[config.mk]
export PLATFORM = sky130hd
export DESIGN_NAME = spi_slave_frame_rx
export DESIGN_NICKNAME = d
export VERILOG_FILES = /design/src/rtl/spi_pkg.sv /design/src/rtl/spi_sync_edge.sv /design/src/rtl/spi_slave_frame_rx.sv
export SDC_FILE = /design/constraint.sdc
export NUM_CORES = 1
export LEC_CHECK = 0
export ABC_AREA = 1
export BUFFER_PORTS_ARGS = -buffer_cell sky130_fd_sc_hd__buf_2
export CAP_MARGIN = 10
export CORE_ASPECT_RATIO = 2
export CORE_MARGIN = 3
export CORE_UTILIZATION = 30
export CTS_BUF_LIST = sky130_fd_sc_hd__clkbuf_4
export CTS_CLUSTER_DIAMETER = 150
export CTS_CLUSTER_SIZE = 25
export DETAILED_ROUTE_END_ITERATION = 6
export PLACE_DENSITY = 0.43
export SLEW_MARGIN = 15
export SYNTH_ARGS = -nofsm -noshare
export SYNTH_HDL_FRONTEND = slang
export SYNTH_SLANG_ARGS = --single-unit
[constraint.sdc]
create_clock -name CLK -period 2.6 [get_ports CLK]
set_input_delay 0.26 -clock CLK [delete_from_list [all_inputs] [get_ports CLK]]
set_output_delay 0.26 -clock CLK [all_outputs]
set_load 0.02 [all_outputs]
[src/rtl/spi_pkg.sv]
// Shared constants, state encoding and frame-field helpers for the SPI slave frame receiver.
// Field helpers are for the downstream command decoder.
package spi_pkg;

    localparam int unsigned FrameBitsDef = 32;

    // Mode 3: SCK idles high, data captured on the rising (trailing) edge.
    localparam logic SpiCpol = 1'b1;
    localparam logic SpiCpha = 1'b1;

    typedef enum logic {
        StIdle = 1'b0,
        StSel  = 1'b1
    } spi_state_e;

    localparam int unsigned CmdMsb  = 31;
    localparam int unsigned CmdLsb  = 24;
    localparam int unsigned AddrMsb = 23;
    localparam int unsigned AddrLsb = 16;
    localparam int unsigned DataMsb = 15;
    localparam int unsigned DataLsb = 0;

    function automatic logic [7:0] frame_cmd(input logic [31:0] frame);
        return frame[CmdMsb:CmdLsb];
    endfunction

    function automatic logic [7:0] frame_addr(input logic [31:0] frame);
        return frame[AddrMsb:AddrLsb];
    endfunction

    function automatic logic [15:0] frame_data(input logic [31:0] frame);
        return frame[DataMsb:DataLsb];
    endfunction

endpackage

[src/rtl/spi_sync_edge.sv]
// Multi-flop synchroniser for one asynchronous SPI pad input, with rise/fall detection
// on the synchronised value. Reset value is chosen per line so reset causes no edge.
module spi_sync_edge #(
    parameter int unsigned SYNC_STAGES = 2,
    parameter logic        RESET_VAL   = 1'b0
) (
    input  logic clk_i,
    input  logic rst_ni,
    input  logic async_i,
    output logic sync_o,
    output logic rise_o,
    output logic fall_o
);

    logic [SYNC_STAGES-1:0] sync_q;
    logic                   prev_q;

    always_ff @(posedge clk_i or negedge rst_ni) begin
        if (!rst_ni) begin
            sync_q <= {SYNC_STAGES{RESET_VAL}};
            prev_q <= RESET_VAL;
        end else begin
            sync_q <= {sync_q[SYNC_STAGES-2:0], async_i};
            prev_q <= sync_q[SYNC_STAGES-1];
        end
    end

    assign sync_o = sync_q[SYNC_STAGES-1];
    assign rise_o = sync_o & ~prev_q;
    assign fall_o = ~sync_o & prev_q;

endmodule

[src/rtl/spi_slave_frame_rx.sv]
// SPI mode-3 slave: oversampled in the CLK domain, deserialises MSB-first frames on MOSI and
// serialises a reply word on MISO. Frames are delivered as a one-cycle rx_valid strobe.
module spi_slave_frame_rx
    import spi_pkg::*;
#(
    parameter int unsigned FRAME_BITS  = FrameBitsDef,
    parameter int unsigned SYNC_STAGES = 2
) (
    input  logic                  CLK,
    input  logic                  RST_N,
    input  logic                  SCK,
    input  logic                  SSEL,
    input  logic                  MOSI,
    output logic                  MISO,
    output logic [FRAME_BITS-1:0] rx_data,
    output logic                  rx_valid,
    input  logic [FRAME_BITS-1:0] tx_data,
    output logic                  tx_taken,
    output logic                  frame_err,
    output logic                  busy
);

    localparam int unsigned   CntW    = $clog2(FRAME_BITS);
    localparam logic [CntW-1:0] LastBit = CntW'(FRAME_BITS - 1);

    logic sck_rise, sck_fall;
    logic ssel_rise, ssel_fall;
    logic mosi_s;
    logic unused_sck_s, unused_ssel_s, unused_mosi_rise, unused_mosi_fall;

    spi_sync_edge #(
        .SYNC_STAGES (SYNC_STAGES),
        .RESET_VAL   (1'b1)
    ) u_sync_sck (
        .clk_i   (CLK),
        .rst_ni  (RST_N),
        .async_i (SCK),
        .sync_o  (unused_sck_s),
        .rise_o  (sck_rise),
        .fall_o  (sck_fall)
    );

    spi_sync_edge #(
        .SYNC_STAGES (SYNC_STAGES),
        .RESET_VAL   (1'b1)
    ) u_sync_ssel (
        .clk_i   (CLK),
        .rst_ni  (RST_N),
        .async_i (SSEL),
        .sync_o  (unused_ssel_s),
        .rise_o  (ssel_rise),
        .fall_o  (ssel_fall)
    );

    spi_sync_edge #(
        .SYNC_STAGES (SYNC_STAGES),
        .RESET_VAL   (1'b0)
    ) u_sync_mosi (
        .clk_i   (CLK),
        .rst_ni  (RST_N),
        .async_i (MOSI),
        .sync_o  (mosi_s),
        .rise_o  (unused_mosi_rise),
        .fall_o  (unused_mosi_fall)
    );

    spi_state_e state_q, state_d;

    logic [CntW-1:0]       bit_cnt_q, bit_cnt_d;
    logic [FRAME_BITS-1:0] rx_sh_q, rx_sh_d;
    logic [FRAME_BITS-1:0] tx_sh_q, tx_sh_d;
    logic [FRAME_BITS-1:0] rx_data_q, rx_data_d;
    logic                  miso_q, miso_d;
    logic                  rx_valid_q, tx_taken_q, frame_err_q;

    // Decoded per-cycle actions from the output process.
    logic load_tx, shift_tx, shift_rx, complete, abort, clr_cnt, clr_miso;
    logic last_bit;

    assign last_bit = (bit_cnt_q == LastBit);

    // State register.
    always_ff @(posedge CLK or negedge RST_N) begin
        if (!RST_N) begin
            state_q <= StIdle;
        end else begin
            state_q <= state_d;
        end
    end

    // Next-state logic.
    always_comb begin
        state_d = state_q;
        unique case (state_q)
            StIdle:  if (ssel_fall) state_d = StSel;
            StSel:   if (ssel_rise) state_d = StIdle;
            default: state_d = StIdle;
        endcase
    end

    // Output/action decode.
    always_comb begin
        load_tx  = 1'b0;
        shift_tx = 1'b0;
        shift_rx = 1'b0;
        complete = 1'b0;
        abort    = 1'b0;
        clr_cnt  = 1'b0;
        clr_miso = 1'b0;
        unique case (state_q)
            StIdle: begin
                if (ssel_fall) begin
                    load_tx = 1'b1;
                    clr_cnt = 1'b1;
                end
            end
            StSel: begin
                if (ssel_rise) begin
                    // A completing rise in the same cycle as deselect still delivers the frame.
                    clr_cnt  = 1'b1;
                    clr_miso = 1'b1;
                    if (sck_rise && last_bit) begin
                        shift_rx = 1'b1;
                        complete = 1'b1;
                    end else if (bit_cnt_q != '0) begin
                        abort = 1'b1;
                    end
                end else begin
                    if (sck_rise) begin
                        shift_rx = 1'b1;
                        complete = last_bit;
                        load_tx  = last_bit;
                    end
                    if (sck_fall) shift_tx = 1'b1;
                end
            end
            default: ;
        endcase
    end

    // Datapath next-state.
    always_comb begin
        bit_cnt_d = bit_cnt_q;
        rx_sh_d   = rx_sh_q;
        tx_sh_d   = tx_sh_q;
        rx_data_d = rx_data_q;
        miso_d    = miso_q;

        if (clr_cnt) begin
            bit_cnt_d = '0;
        end else if (shift_rx) begin
            bit_cnt_d = last_bit ? '0 : bit_cnt_q + 1'b1;
        end

        if (shift_rx) rx_sh_d = {rx_sh_q[FRAME_BITS-2:0], mosi_s};
        if (complete) rx_data_d = {rx_sh_q[FRAME_BITS-2:0], mosi_s};

        if (load_tx) begin
            tx_sh_d = tx_data;
        end else if (shift_tx) begin
            tx_sh_d = {tx_sh_q[FRAME_BITS-2:0], 1'b0};
        end

        if (clr_miso) begin
            miso_d = 1'b0;
        end else if (shift_tx) begin
            miso_d = tx_sh_q[FRAME_BITS-1];
        end
    end

    always_ff @(posedge CLK or negedge RST_N) begin
        if (!RST_N) begin
            bit_cnt_q   <= '0;
            rx_sh_q     <= '0;
            tx_sh_q     <= '0;
            rx_data_q   <= '0;
            miso_q      <= 1'b0;
            rx_valid_q  <= 1'b0;
            tx_taken_q  <= 1'b0;
            frame_err_q <= 1'b0;
        end else begin
            bit_cnt_q   <= bit_cnt_d;
            rx_sh_q     <= rx_sh_d;
            tx_sh_q     <= tx_sh_d;
            rx_data_q   <= rx_data_d;
            miso_q      <= miso_d;
            rx_valid_q  <= complete;
            tx_taken_q  <= load_tx;
            frame_err_q <= abort;
        end
    end

    logic unused_rx_msb;
    assign unused_rx_msb = rx_sh_q[FRAME_BITS-1];

    assign MISO      = miso_q;
    assign rx_data   = rx_data_q;
    assign rx_valid  = rx_valid_q;
    assign tx_taken  = tx_taken_q;
    assign frame_err = frame_err_q;
    assign busy      = (state_q == StSel);

endmodule

=== Yosys cells after proc, flatten, opt, wreduce, memory -nomap -nowiden ===
Cells that the tools add are included.
Widths: inputs -> output; s select.

* Flip-flop bits (word level): 113
* Bits of input ports: 37
* Output and inout bits: 37
* Word-level logic and storage cells: 59

* Add/sub/neg operators: 1
* Equality and inequality tests: 1
* Muxes and demuxes: 29
* Bitwise gates (word level): 9
* Reductions and logical operators: 5

{| class="wikitable"
|+ Operators by type and width
! operator !! count
|-
| $mux 32 || 2
|-
| $mux 1 || 21
|-
| $mux 5 || 3
|-
| $pmux 1 s2 || 3
|-
| $reduce_bool 2->1 || 3
|-
| $add 5x1->5 const B || 1
|-
| $eq 5x5->1 const B || 1
|-
| $not 1->1 || 5
|-
| $reduce_bool 5->1 || 1
|-
| $and 1x1->1 || 4
|-
| $logic_and 1x1->1 || 1
|}

=== Logic depth before layout (Yosys ltp) ===
* Depth after elaboration: 8
* Depth in mapped cells: 12
* Gate-level depth less buffers: 11

=== Modules after synthesis ===
Synthesis repeated with hierarchy kept, for this count alone.

* Cells, all modules: 504
* Area, all modules: 4,785.8 um^2

{| class="wikitable"
|+ By module, submodules not included
! module !! times used !! cells an instance !! area each (um^2) !! sequential area each (um^2)
|-
| spi_slave_frame_rx || 1 || 483 || 4,508.1 || 2,627.5
|-
| spi_sync_edge (u_sync_sck ...) || 2 || 7 || 93.8 || 78.8
|-
| spi_sync_edge (u_sync_mosi) || 1 || 7 || 90.1 || 75.1
|}

=== Least setup slack after synthesis ===
OpenSTA, ideal clock, no wires.

* Path kind: register to register
* From: register bit_cnt_q[0]
* To: register tx_sh_q[10]
* Library setup time: 117 ps
* Data arrival time: 1,699 ps
* Required time: 2,483 ps
* Slack: 784 ps
* Cell stages (with the launch flop): 12
* Buffers on the path: 1
* Clock period less this slack: 1,816 ps
* Cell sequence: dfrtp_1 -> ha_1 -> nand2_1 -> nor2_1 -> ha_1 -> nand3_1 -> inv_1 -> nand2_1 -> clkbuf_1 -> nand3_1 -> nand3_1 -> nand2_1

* Cells in the longest elaborated chain, start to end: 5
* Elaborated cells between the ends (all ways): 6
* Those cells by class: eq/ne: 1; mux: 4; reduce/logical: 1

{| class="wikitable"
|+ RTL lines
! item !! line !! source
|-
| start: declaration || spi_slave_frame_rx.sv:69 || <nowiki>logic [CntW-1:0] bit_cnt_q, bit_cnt_d;</nowiki>
|-
| start signal: assignment || spi_slave_frame_rx.sv:182 || <nowiki>bit_cnt_q <= bit_cnt_d;</nowiki>
|-
| $eq 5x5->1 (*) || spi_slave_frame_rx.sv:80 || <nowiki>assign last_bit = (bit_cnt_q == LastBit);</nowiki>
|-
| $mux 1 (*) || spi_slave_frame_rx.sv:129 || <nowiki>if (sck_rise) begin</nowiki>
|-
| $mux 1 (*) || spi_slave_frame_rx.sv:118 || <nowiki>if (ssel_rise) begin</nowiki>
|-
| $pmux 1 s2 (*) || spi_slave_frame_rx.sv:110 || <nowiki>unique case (state_q)</nowiki>
|-
| $mux 32 / $reduce_bool 2->1 (equally long branches) || n/a ||
|-
| end signal: assignment || spi_slave_frame_rx.sv:184 || <nowiki>tx_sh_q <= tx_sh_d;</nowiki>
|-
| end: declaration || spi_slave_frame_rx.sv:71 || <nowiki>logic [FRAME_BITS-1:0] tx_sh_q, tx_sh_d;</nowiki>
|}

Every way passes the cells marked *; elsewhere a longest branch is shown, timed or not.
A chain may end at the register's enable or synchronous reset.

=== Worst setup path in the final report ===
* From: register bit_cnt_q[0]
* To: register rx_data_q[24] (netlist: rx_data[24])

* Cells in the longest elaborated chain, start to end: 5
* Elaborated cells between the ends (all ways): 6
* Those cells by class: eq/ne: 1; mux: 4; reduce/logical: 1

{| class="wikitable"
|+ RTL lines
! item !! line !! source
|-
| $eq 5x5->1 (*) || spi_slave_frame_rx.sv:80 ||
|-
| $logic_and 1x1->1 || spi_slave_frame_rx.sv:122 || <nowiki>if (sck_rise && last_bit) begin</nowiki>
|-
| $mux 1 || spi_slave_frame_rx.sv:122 ||
|-
| $mux 1 (*) || spi_slave_frame_rx.sv:118 ||
|-
| $mux 1 (*) || spi_slave_frame_rx.sv:110 ||
|-
| named net complete || spi_slave_frame_rx.sv:77 || <nowiki>logic load_tx, shift_tx, shift_rx, complete, abort, clr_cnt, clr_miso;</nowiki>
|-
| end signal: assignment || spi_slave_frame_rx.sv:185 || <nowiki>rx_data_q <= rx_data_d;</nowiki>
|-
| end: declaration || spi_slave_frame_rx.sv:72 || <nowiki>logic [FRAME_BITS-1:0] rx_data_q, rx_data_d;</nowiki>
|}

The timed path passes the listed nets; every way through them passes the cells marked *.

==> results.py <==
metrics = {
    "outcome": {
        "status": "completed",
    },
    "pwr": {
        "combPwrFrac": 0.181,
        "p_int_mw": 2.77,
        "power.share.clock": 0.287,
        "p_sw_frac": 0.335,
        "total_power_mw": 4.16,
        "vdd_drop_max_uv": 328,
        "seqPwrFrac": 0.532,
        "power.density_nw_per_um2": 718,
        "power_leakage_nw": 3.09,
        "netSwitchingPower_mw": 1.39,
    },
    "place": {
        "dp_slack_ns": 0.274,
        "placedInstanceArea_um2": 5480,
        "gp_congestion": 0.710,
        "port_buffers": 73,
        "place_inst": 838,
        "hpwl_um": 7250,
    },
    "worst_setup_path": {
        "worstPathMaxFanout": 63,
        "crit_slowest_cell": "inv_2",
        "critPathKind": "register to register",
        "rr_worst_depth": 8,
        "cp-start-kind": "register",
        "required_ns": 2.94,
        "r2r_start": "bit_cnt_q[0]",
        "critPathArrivalTime_ns": 2.60,
        "reg2reg_slack_ns": 0.34,
        "path_common_cell": "ha_1",
        "end_kind": "register",
        "path_buf_inv": 1,
        "critPathTopFamily": "buffers and inverters",
        "cp_cell_sequence": "ha_1 -> nand2_1 -> nor2_1 -> ha_1 -> nand3_1 -> nor2_2 -> inv_2 -> o21ai_0",
        "cpPeakStageDelay_ns": 0.66,
        "r2r-end": "rx_data[24]",
    },
    "clock_tree": {
        "htreeDepth": 4,
        "cts_resized": 0,
        "path_clk_slew_ns": 0.12,
        "clk_path_buf_depth": 2,
        "clk_latency_ns": 0.51,
        "cts_tree": "yes",
        "clkSinkCount": 113,
        "cts_root_buf": "clkbuf_4",
        "cts_made_buffers": 17,
    },
    "sta": {
        "final-setup-viol-count": 0,
        "relSlewSlack": 0.396,
        "setup_ws_ns": 0.340,
        "fmax_mhz": 442,
        "min_period_ns": 2.26,
        "drv_slew": 0,
        "tns_ns": 0,
        "fin_crit_sh": 0.869,
        "timing.hold.ws_ns": 0.0582,
        "worstMarginPinSlew_ns": 0.905,
        "skew_ns": 0.0227,
        "rsz0062_at_grt": "false",
        "final_hold_viol_count": 0,
    },
    "yosys": {
        "yosys.area.top_type": "dfrtp_1",
        "synth-seq-area-share": 0.574,
        "synth_top_area_share": 0.542,
        "avgSynthCellArea_um2": 8.45,
        "synthDistinctLibCells": 25,
        "yosysWarnings": 0,
        "synthesis.area_um2": 4940,
        "synth-seq-cells": 113,
        "syn_nets": 625,
        "synth_cells": 584,
        "synthTopCellsByArea": "dfrtp_1 54%, nand2_1 13%, inv_1 8.0%, nand3_1 7.5%, o21ai_0 5.3%",
    },
    "drt": {
        "met2_length_um": 5770,
        "wl_met1_um": 4730,
        "wl_met3_um": 410,
        "ant_nets": 0,
        "avgViaCountPerCell": 4.42,
        "drt_iter0_drc": 93,
        "avgRoutedWirePerCell_um": 12.6,
        "drt_first_pass_iters": 4,
        "vias": 3879,
        "drcViolationCount": 0,
        "topRoutingLayerUsed": "met4",
        "routed_wl_um": 11000,
    },
    "floorplan": {
        "die_h_um": 187,
        "ios": 74,
        "core_area_um2": 15900,
        "fp.dieArea_um2": 18100,
        "die_x_um": 96.7,
        "rows": 65,
        "initial_core_util": 0.310,
    },
    "finish": {
        "num-fill-cells": 1727,
        "finalNonFillerCells": 877,
        "postLayoutCoreUtil": 0.364,
        "mostFrequentLayoutCell": "nand2_1",
        "syn2layout_area_growth_pct": 17.4,
        "drive_gt1_frac": 0.193,
        "nNetsFinal": 703,
        "design_area_um2": 5800,
        "layout_common_cells": "170 x nand2_1, 107 x dfrtp_1, 105 x inv_1",
    },
    "run": {
        "drv_cap": 0,
    },
    "min_path": {
        "worstHoldStart": "tx_data[4]",
        "hold_depth": 5,
        "hold_end": "tx_sh_q[4]",
        "hold_path.class": "primary input to register",
    },
    "global_route": {
        "grt_max_degree": 69,
        "antenna_found_initial": 1,
        "grt_first_pass_wirelength_um": 19400,
        "overflow": 0,
        "grt_usage": 0.130,
        "grt_pass1_vias": 4233,
    },
}
cell usage after synthesis:
cell      instances
inv_1           105
o21ai_1          16
nor2_2            1
o21ai_2           1
ha_1              4
nand2_2           3
nand3_4           1
a41oi_1           1
nor2_4            1
o21a_1            1
inv_2             3
clkbuf_1         12
buf_2             4
nand2_1         170
a21oi_2           1
nand2_4           1
buf_6             2
nor2_1            6
nand3_1          74
buf_4            10
o21ai_0          52
nand4_1           1
dfrtp_1         107
dfstp_2           6
nor3b_1           1
final cells by class:
cell class / instances / area (µm²) / area share
Clock buffer: 17 / 128 / 0.0220
Multi-Input combinational cell: 335 / 1530 / 0.265
Clock inverter: 15 / 129 / 0.0222
Antenna cell: 1 / 2.50 / 0.000432
Timing Repair Buffer: 87 / 513 / 0.0885
Inverter: 108 / 405 / 0.0699
Tap cell: 201 / 251 / 0.0434
Sequential cell: 113 / 2840 / 0.489
worst reg2reg max path, cell delays in order (launching register included):
cell     delay (ns)
dfrtp_1        0.44
ha_1           0.22
nand2_1        0.08
nor2_1         0.06
ha_1           0.21
nand3_1        0.16
nor2_2         0.08
inv_2          0.66
o21ai_0        0.20
registers in the layout, summed over array words and instances, names as in the netlist, 2 cells and up:
| register | flops |
|---|---|
| rx_sh_q | 31 |
| u_sync_ssel.sync_q | 2 |
| rx_data | 32 |
| u_sync_sck.sync_q | 2 |
| u_sync_mosi.sync_q | 2 |
| tx_sh_q | 32 |
| bit_cnt_q | 5 |
per-layer routing:
metal / GRT usage / vias to the layer above
li1: - / 1951
met2: 0.236 / 56
met3: 0.0355 / 8
met1: 0.141 / 1864
met5: 0 / -
met4: 0.0481 / 0
logic make-up after synthesis:
| logic type | Yosys count | synth area share |
|---|---|---|
| AOI/OAI and AO/OA | 72 | 0.0758 |
| buffers and inverters | 136 | 0.115 |
| DFF | 113 | 0.574 |
| and+or+nand+nor | 259 | 0.225 |
| adders and majority gates | 4 | 0.0101 |
power by group through the flow:
| stage | Sequential, mW | Combinational (mW) | Clock [mW] |
|---|---|---|---|
| after global placement | 2.25 | 0.753 | 0 |
| after floorplan | 2.23 | 0.575 | 0 |
| final | 2.22 | 0.752 | 1.20 |
| after detailed placement | 2.25 | 0.767 | 0 |
| after global routing | 2.26 | 0.897 | 1.35 |
| after CTS | 2.22 | 0.779 | 1.28 |
worst max-delay path by stage:
| stage | endpoint | depth (start not counted) | start | slack (ns) |
|---|---|---|---|---|
| finish | rx_data[24] | 8 | bit_cnt_q[0] | 0.34 |
| global route | rx_data[30] | 8 | bit_cnt_q[0] | 0.06 |
| CTS | rx_data[21] | 8 | bit_cnt_q[0] | 0.29 |
| detailed placement | rx_data[17] | 8 | bit_cnt_q[0] | 0.27 |
| global placement | rx_data[18] | 8 | bit_cnt_q[0] | 0.39 |
| floorplan | tx_sh_q[10] | 11 | bit_cnt_q[0] | 0.78 |
what timing repair did:
item,4_1_cts,5_1_grt
hold endpoints to repair,37,1
hold buffers,5,1
setup endpoints to repair,0,0
buffers inserted,0,0
(Power assumes the default switching activity.)
